**config.mk**
```make
export PLATFORM = sky130hd
export DESIGN_NAME = qam_axi_sample_writer
export DESIGN_NICKNAME = d
export VERILOG_FILES = /design/src/rtl/qam_pkg.sv /design/src/rtl/qam_sync_fifo.sv /design/src/rtl/qam_axi_sample_writer.sv
export SDC_FILE = /design/constraint.sdc
export NUM_CORES = 1
export LEC_CHECK = 0
export ABC_AREA = 1
export CAP_MARGIN = 20
export CORE_MARGIN = 2
export CORE_UTILIZATION = 43
export DETAILED_ROUTE_END_ITERATION = 16
export SLEW_MARGIN = 20
export SYNTH_ARGS = -nofsm -noshare
export SYNTH_HDL_FRONTEND = slang
export SYNTH_SLANG_ARGS = --single-unit
```
**constraint.sdc**
```tcl
create_clock -name clk -period 8.5 [get_ports clk]
set_input_delay 1.7 -clock clk [delete_from_list [all_inputs] [get_ports clk]]
set_output_delay 1.7 -clock clk [all_outputs]
set_load 0.02 [all_outputs]
```
**src/rtl/qam_pkg.sv**
```systemverilog
// Shared types and constants for the QAM sample writer slice.
// The QAM_WR_STATS_EN build option is handled in qam_axi_sample_writer.sv.
package qam_pkg;

    localparam logic [1:0] AXI_RESP_OKAY = 2'b00;
    localparam int         SAMPLE_W      = 64;

    function automatic int beat_bytes(input int data_w);
        return data_w / 8;
    endfunction

    localparam int BEAT_BYTES = SAMPLE_W / 8;

    typedef enum logic [1:0] {
        IDLE = 2'd0,
        XFER = 2'd1,
        RESP = 2'd2
    } wr_state_t;

endpackage

```
**src/rtl/qam_sync_fifo.sv**
```systemverilog
// Synchronous FIFO with a registered head stage: an entry written into storage becomes
// visible on o_head (o_head_vld) one clock later, giving a fixed two-cycle push-to-pop path.
module qam_sync_fifo #(
    parameter int DEPTH = 16,
    parameter int WIDTH = 64
) (
    input  logic             clk,
    input  logic             reset_n,
    input  logic             i_push,
    input  logic [WIDTH-1:0] i_data,
    input  logic             i_pop,
    output logic             o_full,
    output logic             o_empty,
    output logic             o_head_vld,
    output logic [WIDTH-1:0] o_head
);

    localparam int AW = $clog2(DEPTH);

    logic [WIDTH-1:0] r_mem [DEPTH];
    logic [AW-1:0]    r_wr_ptr;
    logic [AW-1:0]    r_rd_ptr;
    logic [AW:0]      r_mem_cnt;
    logic             r_head_vld;
    logic [WIDTH-1:0] r_head;

    logic             w_load;
    logic [AW:0]      w_total;

    // Refill the head register whenever it is free or being consumed this cycle.
    assign w_load  = (r_mem_cnt != '0) && (!r_head_vld || i_pop);
    assign w_total = r_mem_cnt + {{AW{1'b0}}, r_head_vld};

    assign o_full     = (w_total == (AW+1)'(DEPTH));
    assign o_empty    = (w_total == '0);
    assign o_head_vld = r_head_vld;
    assign o_head     = r_head;

    always_ff @(posedge clk) begin
        if (i_push) begin
            r_mem[r_wr_ptr] <= i_data;
        end
    end

    always_ff @(posedge clk or negedge reset_n) begin
        if (!reset_n) begin
            r_wr_ptr   <= '0;
            r_rd_ptr   <= '0;
            r_mem_cnt  <= '0;
            r_head_vld <= 1'b0;
            r_head     <= '0;
        end else begin
            if (i_push) begin
                r_wr_ptr <= r_wr_ptr + AW'(1);
            end
            if (w_load) begin
                r_rd_ptr <= r_rd_ptr + AW'(1);
                r_head   <= r_mem[r_rd_ptr];
            end
            r_mem_cnt <= r_mem_cnt + {{AW{1'b0}}, i_push} - {{AW{1'b0}}, w_load};
            if (w_load) begin
                r_head_vld <= 1'b1;
            end else if (i_pop) begin
                r_head_vld <= 1'b0;
            end
        end
    end

endmodule

```
**src/rtl/qam_axi_sample_writer.sv**
```systemverilog
// Buffers QAM samples and writes each as a single-beat AXI4 write into a circular region.
// Define QAM_WR_STATS_EN to implement the overflow and error counters (otherwise tied to 0).
module qam_axi_sample_writer
    import qam_pkg::*;
#(
    parameter int                ADDR_W     = 32,
    parameter int                DATA_W     = 64,
    parameter int                FIFO_DEPTH = 16,
    parameter logic [ADDR_W-1:0] BASE_ADDR  = '0,
    parameter int                BUF_WORDS  = 1024
) (
    input  logic                  clk,
    input  logic                  reset_n,
    input  logic [DATA_W-1:0]     sample_in,
    input  logic                  sample_valid,
    output logic [ADDR_W-1:0]     S_AXI_AWADDR,
    output logic                  S_AXI_AWVALID,
    input  logic                  S_AXI_AWREADY,
    output logic [DATA_W-1:0]     S_AXI_WDATA,
    output logic [DATA_W/8-1:0]   S_AXI_WSTRB,
    output logic                  S_AXI_WVALID,
    input  logic                  S_AXI_WREADY,
    input  logic                  S_AXI_BVALID,
    input  logic [1:0]            S_AXI_BRESP,
    output logic                  S_AXI_BREADY,
    output logic                  busy,
    output logic [15:0]           ovf_cnt,
    output logic [15:0]           err_cnt
);

    localparam logic [ADDR_W-1:0] STEP      = ADDR_W'(beat_bytes(DATA_W));
    localparam logic [ADDR_W-1:0] LAST_ADDR = BASE_ADDR + ADDR_W'((BUF_WORDS - 1) * beat_bytes(DATA_W));

    // Handshakes: a VALID, once raised, holds with stable payload until the cycle its READY is seen.
    wr_state_t          r_state;
    logic [ADDR_W-1:0]  r_ptr;
    logic [ADDR_W-1:0]  r_awaddr;
    logic [DATA_W-1:0]  r_wdata;
    logic               r_awvalid;
    logic               r_wvalid;
    logic               r_bready;

    logic               w_full;
    logic               w_empty;
    logic               w_head_vld;
    logic [DATA_W-1:0]  w_head;
    logic               w_pop;
    logic               w_push;
    logic               w_drop;
    logic               w_aw_acc;
    logic               w_w_acc;

    assign w_pop    = (r_state == IDLE) && w_head_vld;
    assign w_push   = sample_valid && (!w_full || w_pop);
    assign w_drop   = sample_valid && w_full && !w_pop;
    // Accept flags: the channel has completed earlier or completes on this edge.
    assign w_aw_acc = !r_awvalid || S_AXI_AWREADY;
    assign w_w_acc  = !r_wvalid || S_AXI_WREADY;

    qam_sync_fifo #(
        .DEPTH (FIFO_DEPTH),
        .WIDTH (DATA_W)
    ) u_fifo (
        .clk        (clk),
        .reset_n    (reset_n),
        .i_push     (w_push),
        .i_data     (sample_in),
        .i_pop      (w_pop),
        .o_full     (w_full),
        .o_empty    (w_empty),
        .o_head_vld (w_head_vld),
        .o_head     (w_head)
    );

    always_ff @(posedge clk or negedge reset_n) begin
        if (!reset_n) begin
            r_state   <= IDLE;
            r_ptr     <= BASE_ADDR;
            r_awaddr  <= '0;
            r_wdata   <= '0;
            r_awvalid <= 1'b0;
            r_wvalid  <= 1'b0;
            r_bready  <= 1'b0;
        end else begin
            case (r_state)
                IDLE: begin
                    if (w_head_vld) begin
                        r_wdata   <= w_head;
                        r_awaddr  <= r_ptr;
                        r_awvalid <= 1'b1;
                        r_wvalid  <= 1'b1;
                        r_state   <= XFER;
                    end
                end
                XFER: begin
                    if (S_AXI_AWREADY) r_awvalid <= 1'b0;
                    if (S_AXI_WREADY)  r_wvalid  <= 1'b0;
                    if (w_aw_acc && w_w_acc) begin
                        r_bready <= 1'b1;
                        r_state  <= RESP;
                    end
                end
                RESP: begin
                    // Errored beats are not retried; the pointer advances either way.
                    if (S_AXI_BVALID) begin
                        r_bready <= 1'b0;
                        r_ptr    <= (r_ptr == LAST_ADDR) ? BASE_ADDR : r_ptr + STEP;
                        r_state  <= IDLE;
                    end
                end
                default: r_state <= IDLE;
            endcase
        end
    end

    assign S_AXI_AWADDR  = r_awaddr;
    assign S_AXI_AWVALID = r_awvalid;
    assign S_AXI_WDATA   = r_wdata;
    assign S_AXI_WSTRB   = '1;
    assign S_AXI_WVALID  = r_wvalid;
    assign S_AXI_BREADY  = r_bready;
    assign busy          = !w_empty || (r_state != IDLE);

`ifdef QAM_WR_STATS_EN
    logic [15:0] r_ovf_cnt;
    logic [15:0] r_err_cnt;

    always_ff @(posedge clk or negedge reset_n) begin
        if (!reset_n) begin
            r_ovf_cnt <= '0;
            r_err_cnt <= '0;
        end else begin
            if (w_drop && (r_ovf_cnt != 16'hFFFF)) begin
                r_ovf_cnt <= r_ovf_cnt + 16'd1;
            end
            if ((r_state == RESP) && S_AXI_BVALID && (S_AXI_BRESP != AXI_RESP_OKAY)
                && (r_err_cnt != 16'hFFFF)) begin
                r_err_cnt <= r_err_cnt + 16'd1;
            end
        end
    end

    assign ovf_cnt = r_ovf_cnt;
    assign err_cnt = r_err_cnt;
`else
    logic w_unused_stats;
    assign w_unused_stats = w_drop ^ (^S_AXI_BRESP);
    assign ovf_cnt        = '0;
    assign err_cnt        = '0;
`endif

endmodule
```
# == Word level (Yosys, flattened, before mapping) ==
# Memory sizes are Yosys's and may differ from the RTL's. A register that Yosys moved wholly into a read port is not among the register bits.
# Index checks and enable logic that the tools add are counted.
# classes
n_addsub,6
n_eq_ne,9
mux,17
reduce_logical,28
# ops
cell,n
$add A32 B4 Y32 const B,1
$eq A32 B13 Y1 const B,1
$mux W32,1
$reduce_and A3 Y1,4
$add A5 B1 Y5,2
$mux W1,9
$add A4 B1 Y4 const B,2
$ne A2 B2 Y1 const B,4
$reduce_bool A2 Y1,4
$logic_not A1 Y1,6
$mux W2,3
$pmux W1 S2,3
$pmux W2 S3,1
$eq A5 B5 Y1 const B,1
$logic_not A5 Y1,1
$logic_or A1 B1 Y1,5
$reduce_bool A5 Y1,1
$sub A5 B1 Y5,1
$logic_and A1 B1 Y1,4
$reduce_and A2 Y1,2
$eq A2 B1 Y1 const B,1
$eq A2 B2 Y1 const B,1
$logic_not A2 Y1,1
$ne A2 B1 Y1 const B,1
# word_totals
reg_bits,147
ramBits,1024
input_bits,72
output_inout_bits,140
elab_cells,72
mem_count,1
# memory_table
name,depth,word_bits,read_ports,rd_clocked_by_memory_dff,wr,line_no,text
u_fifo.r_mem,16,64,1,1,1,qam_sync_fifo.sv:20,logic [WIDTH-1:0] r_mem [DEPTH];

# == Longest topological paths before layout ==
# Gate-level depths: netlist of run 1.
# logic_depth
word_depth,7
depth_mapped,17

# == By module ==
# From an unflattened synthesis of run 1, not the netlist that was laid out.
# hier_totals
cells_unflattened,4448
hier_area_um2,49960.4
# modules_own_cells
module,n_inst,cells_each,area_per_inst_um2,seq_area_each_um2
qam_sync_fifo,1,3724,44067.3,32701.4
qam_axi_sample_writer,1,724,5893.2,3178.0

# == Worst setup path after synthesis of run 1 ==
# Ideal clock, no wire load.
# synth_timing
path_type,input-to-reg
from,input sample_valid
to,memory u_fifo.r_mem[3][0] (enable)
arrival_time_ns,6.294
t_required_ns,7.935
setup_slack_ns,1.641
path_stages,3
path_cell_list,nand2_1 buf_2 nor3_1
# synth_between
elab_chain_len,3
# synth_rtl
item,line_no,text
from (decl),qam_axi_sample_writer.sv:15,"input logic sample_valid,"
$logic_and A1 B1 Y1,qam_axi_sample_writer.sv:54,assign w_push = sample_valid && (!w_full || w_pop);
$mux W1,qam_sync_fifo.sv:40,if (i_push) begin
$mux W1 (implied by the code),qam_sync_fifo.sv:41,r_mem[r_wr_ptr] <= i_data;
to (decl),qam_sync_fifo.sv:20,
# Every way passes these cells.

# == Worst setup path after layout of run 1 ==
# layout_timing
from,register u_fifo.r_mem_cnt[0]
to,output busy
# layout_between
elab_chain_len,4
# layout_rtl
item,line_no,text
from (decl),qam_sync_fifo.sv:23,logic [AW:0] r_mem_cnt;
from (signal assigned),qam_sync_fifo.sv:60,"r_mem_cnt <= r_mem_cnt + {{AW{1'b0}}, i_push} - {{AW{1'b0}}, w_load};"
$add A5 B1 Y5,qam_sync_fifo.sv:32,"assign w_total = r_mem_cnt + {{AW{1'b0}}, r_head_vld};"
$logic_not A5 Y1,qam_sync_fifo.sv:35,assign o_empty = (w_total == '0);
$logic_not A1 Y1,qam_axi_sample_writer.sv:122,assign busy = !w_empty || (r_state != IDLE);
$logic_or A1 B1 Y1,qam_axi_sample_writer.sv:122,
to (decl),qam_axi_sample_writer.sv:26,"output logic busy,"
# Every way passes these cells.

==> key figures, run 1 <==
Global route
  – Largest net degree at the start of global routing: 247
  – First-pass GRT wire length: 192 mm
  – Vias in the first global route: 31200
  – Global Route Usage Sum: 0.211
  – Total global routing overflow: 0
  – Antenna violations before repair: 10

Setup path
  – Max FO, Critical Path: 3
  – Critical Path Source: u_fifo.r_mem_cnt[0]
  – Worst r2r path cells: 10
  – Worst setup EP type: primary output
  – Internal reg-to-reg setup slack: 4.71 ns
  – Crit path DAT: 2.60 ns
  – CP required: 6.80 ns
  – Type of origin of the critical path: flop
  – Slowest CP cell: clkdlybuf4s50_1
  – Crit-path cells: ha_1 -> ha_1 -> nor2_1 -> nand2_1 -> nor2_1 -> nand4_1 -> clkdlybuf4s50_1
  – CP peak stage delay: 0.56 ns
  – CP Class: flop to primary output
  – Reg2reg start: u_fifo.r_rd_ptr[0]
  – Worst R2R End: u_fifo.o_head[49]

Detailed routing
  – Drt total wl: 127 mm
  – Drt pass-1 iters: 5
  – Vias/cell: 5.22
  – Initial DRC count: 2853
  – Via count: 32400
  – DR DRC count: 0
  – Wire per inst: 20.5 microns
  – Post-route ant nets: 0

Logic synthesis
  – Seq/Total Area, Yosys: 0.714
  – Synthesized area: 50200 sq um
  – Mapped Avg Cell Area: 11.3 sq um
  – Synth warn: 0
  – Post-synth cell types: 32
  – FF+latch count, synth: 1229
  – Mapped Cells: 4448

Clocking
  – Clock transition at path regs: 0.06 ns
  – CTS tree: done
  – Num CTS Buffers: 133
  – CTS Hold Buffers Added: 0
  – Setup bufs post-CTS: 0
  – CTS root buf: clkbuf_16
  – Worst skew pair latency: 0.76 ns
  – H-Tree Level Count: 4
  – CTS sink count: 1229
  – CTS resizes: 0
  – Maximum buffer depth of the clock tree: 3

Floorplan
  – Num rows: 125
  – Die Y: 346 microns
  – Ports: 212
  – Die area: 120000 sq um
  – Core Box Area: 116000 sq um
  – Initial core utilization: 0.433
  – Die W: 346 microns

Timing
  – Hold Vio Cnt, Final: 0
  – Final setup fails: 0
  – Max Clk Rate: 232 MHz
  – Setup tns final: 0 ns
  – Worst slew margin: 0.255
  – Fin crit period: 4.30 ns
  – Max Clock Skew: 0.0296 ns
  – Worst Tran Pin Value: 1.12 ns
  – RSZ-0062 raised after global routing: no
  – Final Cycle Share: 0.506
  – Final worst slack: 4.20 ns
  – Fin. max-slew vios: 0

Cells and area
  – Net count reported at finish: 4646
  – Sequential cell area: 35900 sq um
  – Filler cells: 10300
  – Area occupied by multi-input gates: 12400 sq um
  – Area grow syn2layout: 13.4%
  – Proportion of layout cells with a drive suffix above 1: 0.0615

Place
  – Detailed Place HPWL: 62.6 mm
  – Gp weighted congestion: 0.833
  – Number of port buffers: 166
  – Pre-CTS setup slack: 4.03 ns

Power
  – Leakage: 22.1 nW
  – Maximum VDD drop: 0.304 mV
  – Power density over cell area: 356 nW/um^2

Job
  – Maxcap violations: 0

Min path
  – Worst Hold Class: flop to flop
  – Hold path startpoint: S_AXI_WDATA[56]
  – Hold Crit Depth: 2
  – Hold EP: S_AXI_WDATA[56]

Outcome
  – Status: completed
[report_power, final]
group / internal (W) / switching [W] / total [W]
Combinational: 0.00195 / 0.00478 / 0.00673
Sequential: 0.00741 / 0.000486 / 0.00789
Clock: 0.00323 / 0.00239 / 0.00562
Total: 0.0126 / 0.00765 / 0.0202
[registers in the layout, summed over array words and instances, names as in the netlist]
signal	flops
u_fifo.r_mem	1024
S_AXI_WDATA	64
u_fifo.o_head	64
S_AXI_AWADDR	29
r_ptr	29
u_fifo.r_mem_cnt	5
u_fifo.r_rd_ptr	4
u_fifo.r_wr_ptr	4
r_state	2
S_AXI_AWVALID	1
S_AXI_BREADY	1
S_AXI_WVALID	1
u_fifo.o_head_vld	1
[per-layer routing]
| layer | share of wire | wire length [microns] | GRT usage |
|---|---|---|---|
| met1 | 0.43 | 54700 | 0.283 |
| met2 | 0.48 | 60900 | 0.351 |
| met3 | 0.066 | 8400 | 0.0400 |
| met4 | 0.022 | 2780 | 0.0635 |
| met5 | 0.00033 | 42 | 0 |
[cell families after synthesis]
| kind of cell | Yosys count | synth area share |
|---|---|---|
| DFF | 1229 | 0.714 |
| and+or+nand+nor | 2769 | 0.229 |
| buffers and inverters | 371 | 0.0442 |
| adders and majority gates | 17 | 0.00439 |
| xor gates and xnor gates | 23 | 0.00401 |
| other | 2 | 0.000150 |
| AOI/OAI and AO/OA | 37 | 0.00374 |
[cells in the mapped netlist, drive strengths merged]
| library cell | n | area, sq um |
|---|---|---|
| nor2 | 59 | 251 |
| dfrtp | 205 | 5130 |
| inv | 79 | 304 |
| and3 | 1 | 6.26 |
| fa | 1 | 20.0 |
| xor2 | 21 | 184 |
| o31ai | 1 | 7.51 |
| a21oi | 6 | 30.0 |
| nand3b | 1 | 7.51 |
| o21ai | 30 | 150 |
| nor3 | 29 | 145 |
| buf | 251 | 1760 |
| nand2 | 1871 | 7030 |
| conb | 2 | 7.51 |
| edfxtp | 1024 | 30700 |
| ha | 16 | 200 |
| nand3 | 800 | 4010 |
| clkbuf | 41 | 158 |
| nand4 | 8 | 50.1 |
| xnor2 | 2 | 17.5 |
[through the flow]
| stage | utilization | instances | power (W) | cell area, sq um | hold WS, ns |
|---|---|---|---|---|---|
| final | 0.491 | 6198 | 0.0202 | 56900 | 0.465 |
| after global routing | 0.490 | 6194 | 0.0215 | 56900 | 0.491 |
| after CTS | 0.490 | 6191 | 0.0204 | 56900 | 0.472 |
| after detailed placement | 0.453 | 5946 | 0.0148 | 52600 | 0.457 |
| after global placement | 0.453 | 5946 | 0.0147 | 52600 | 0.455 |
| after floorplan | - | 4489 | 0.0127 | 50400 | 0.449 |
[worst max-delay path: cells and delay by family (launching register included)]
kind	cells	cell delay, ns
flip-flops	1	0.41
adder cells (fa/ha/maj)	2	0.51
AND/OR/NAND/NOR	4	0.40
buffers and inverters	1	0.56
[worst max path at each step]
stage	end	slack (ns)	cells after the start
4_1_cts	busy	4.16	7
3_5_place_dp	u_fifo.r_mem[2][62]	4.03	6
5_1_grt	busy	4.03	7
6_report	busy	4.20	7
3_3_place_gp	u_fifo.r_mem[2][61]	4.06	6
2_1_floorplan	u_fifo.r_mem[3][0]	1.64	3
[cell type report]
type / instances / share of cell area
clock buffers: 187 / 0.0652
diodes: 7 / 0.000308
repair buffers: 225 / 0.0375
well taps: 1524 / 0.0335
clock inverters: 58 / 0.00994
inverters: 79 / 0.00585
flip-flops and latches: 1229 / 0.631
multi-input cells: 2889 / 0.217
[placed cells by master (no fill, tap or decap), types with 3 or more instances in the layout]
| master | n |
|---|---|
| clkinvlp_4 | 5 |
| nor3_1 | 13 |
| conb_1 | 43 |
| clkdlybuf4s50_1 | 165 |
| inv_16 | 4 |
| inv_6 | 4 |
| xor2_1 | 21 |
| clkbuf_1 | 38 |
| nor2_2 | 6 |
| nand4_1 | 8 |
| nand3_1 | 798 |
| clkbuf_16 | 135 |
| bufinv_16 | 5 |
| o21ai_1 | 7 |
| inv_2 | 3 |
| clkbuf_8 | 14 |
| nor2_1 | 51 |
| clkinv_8 | 7 |
| nand2_1 | 1869 |
| inv_1 | 70 |
| diode_2 | 7 |
| dfrtp_1 | 201 |
| ha_1 | 16 |
| buf_4 | 57 |
| nor3_2 | 16 |
| edfxtp_1 | 1024 |
| dfrtp_4 | 4 |
| a21oi_1 | 6 |
| clkinv_1 | 21 |
| inv_4 | 3 |
| clkinv_2 | 12 |
| o21ai_0 | 23 |
Power figures use the tool's default switching activity.
==> inputs of run 2 (changes only) <==
- clock period: 8.5 -> 3.7 ns (I/O delays scaled with it)
==> run 2 against run 1 <==
Highest routed layer unchanged; first-iteration DRC count increased by 6.7%; global-route usage decreased by 0.62 points; power increased by 130%; setup slack got worse by 3.9 ns; clock-buffer cell count decreased by 1; critical path depth unchanged; worst hold slack improved by 0.0024 ns; final cell count increased by 0.35%; register-to-register slack got worse by 4.1 ns; routed wire length decreased by 2.7%.
==> key figures, run 2 (synthesis gave the netlist of run 1 again) <==
Outcome
  – Status: completed

Place
  – Detailed Place HPWL: 63.6 mm
  – Gp weighted congestion: 0.807
  – Pre-CTS setup slack: 0.663 ns
  – Number of port buffers: 166
  – Inst Count DP: 5972

Timing
  – Final worst slack: 0.339 ns
  – Hold Vio Cnt, Final: 0
  – RSZ-0062 raised after global routing: no
  – Fin crit period: 3.36 ns
  – Fin. max-slew vios: 0
  – Setup tns final: 0 ns
  – Worst slew margin: 0.153
  – Max Clock Skew: 0.0260 ns
  – Final Cycle Share: 0.908
  – Worst Tran Pin Value: 1.27 ns
  – Final setup fails: 0
  – Max Clk Rate: 297 MHz

Cells and area
  – Max FFs per register: 1024
  – Area grow syn2layout: 14.9%
  – Final cell count without fillers: 6220
  – Largest Register: u_fifo.r_mem
  – Fin util: 0.497
  – Proportion of layout cells with a drive suffix above 1: 0.0678
  – Commonest cells after routing, fill and taps aside: nand2_1, edfxtp_1, nand3_1
  – Filler cells: 10200
  – Leading cell type in the layout, fill and taps excluded: nand2_1
  – Net count reported at finish: 4672

Detailed routing
  – Via count: 32100
  – Wire per inst: 19.8 microns
  – Drt pass-1 iters: 5
  – Initial DRC count: 3044
  – Vias/cell: 5.16
  – Post-route ant nets: 0
  – DR DRC count: 0
  – Drt total wl: 123 mm

Power
  – Power Total: 0.0472 W
  – Maximum VDD drop: 1.03 mV
  – Power density over cell area: 818 nW/um^2
  – Leakage: 22.5 nW

Floorplan
  – Core Box Area: 116000 sq um
  – Initial core utilization: 0.433
  – Num rows: 125
  – Die Y: 346 microns
  – Die area: 120000 sq um
  – Ports: 212
  – Die W: 346 microns

Setup path
  – Worst setup EP type: primary output
  – Crit path DAT: 2.62 ns
  – Cell mode on critical path: ha_1
  – CP required: 2.96 ns
  – Slowest CP cell: clkdlybuf4s50_1
  – Max FO, Critical Path: 3
  – Type of origin of the critical path: flop
  – Crit-path cells: ha_1 -> ha_1 -> a21oi_1 -> nand2_1 -> nor2_1 -> nand4_1 -> clkdlybuf4s50_1
  – CP peak stage delay: 0.57 ns
  – CP Class: flop to primary output

Clocking
  – Clock transition at path regs: 0.05 ns
  – H-Tree Level Count: 4
  – CTS root buf: clkbuf_16
  – CTS tree: done
  – CTS resizes: 0
  – Num CTS Buffers: 132
  – Maximum buffer depth of the clock tree: 3
  – CTS sink count: 1229
  – Worst skew pair latency: 0.75 ns

Job
  – Maxcap violations: 0

Min path
  – Worst Hold Class: flop to flop

Global route
  – Largest net degree at the start of global routing: 209
  – Vias in the first global route: 30600
  – Global Route Usage Sum: 0.205
  – Antenna violations before repair: 5
  – Total global routing overflow: 0
  – First-pass GRT wire length: 188 mm
==> run 2: cell count changes in the layout (fill, tap and decap cells not counted), sizes merged <==
cell / change
clkinv: -5
dlygate4sd3: +1
diode: -3
clkbuf: -1
bufinv: +7
buf: +26
clkinvlp: -4
inv: +1
==> run 2: worst max-delay path, delay by kind of cell, from the launching register on <==
kind                     cells  cell delay [ns]
adder cells (fa/ha/maj)      2             0.44
AND/OR/NAND/NOR              3             0.32
flip-flops                   1             0.41
AO/OA/AOI/OAI                1             0.15
buffers and inverters        1             0.57
==> run 2: report_power, final <==
group	internal (W)	total, W	switching (W)
logic	0.00483	0.0161	0.0112
clock network	0.00794	0.0133	0.00537
registers	0.0170	0.0178	0.000841
==> run 2: layout make-up <==
type / instances / area (sq um) / area share
Sequential cell: 1229 / 35900 / 0.622
Multi-Input combinational cell: 2889 / 12500 / 0.216
Clock buffer: 186 / 3750 / 0.0650
Timing Repair Buffer: 252 / 2700 / 0.0468
Tap cell: 1524 / 1910 / 0.0330
Clock inverter: 57 / 646 / 0.0112
Inverter: 79 / 333 / 0.00577
Antenna cell: 4 / 10.0 / 0.000173
==> run 2: path summary, 6_finish.rpt <==
check,to,depth (start not counted),start,slack [ns]
min in group asynchronous,S_AXI_WDATA[45],2,reset_n,0.51
hold / removal,S_AXI_WDATA[61],2,S_AXI_WDATA[61],0.47
setup reg to reg,u_fifo.r_mem[7][37],10,u_fifo.r_mem_cnt[0],0.65
max in group asynchronous,u_fifo.r_rd_ptr[3],3,reset_n,2.31
hold reg to reg,S_AXI_WDATA[61],2,S_AXI_WDATA[61],0.47
setup / recovery,busy,7,u_fifo.r_mem_cnt[0],0.34
==> run 2: per-stage QoR <==
step / hold WS, ns / instance area, sq um
detailed placement: 0.458 / 53300
floorplan: 0.444 / 50500
global route: 0.487 / 57700
finish: 0.467 / 57700
CTS: 0.473 / 57700
global placement: 0.456 / 53300
==> run 2: per-layer routing <==
layer | vias to the layer above | track usage | wire, microns | share of wire
li1 | 15300 | - | - | -
met5 | - | 0 | 16 | 0.00013
met3 | 191 | 0.0335 | 7530 | 0.061
met4 | 2 | 0.0594 | 2750 | 0.022
met1 | 15600 | 0.290 | 56000 | 0.45
met2 | 973 | 0.328 | 57100 | 0.46
==> run 2: what timing repair did <==
| item | in CTS | in global routing |
|---|---|---|
| endpoints found under the setup margin | 0 | 0 |
| hold buffers | 1 | 0 |
| setup buffers | 0 | 0 |
| hold endpoints to repair | 38 | 0 |
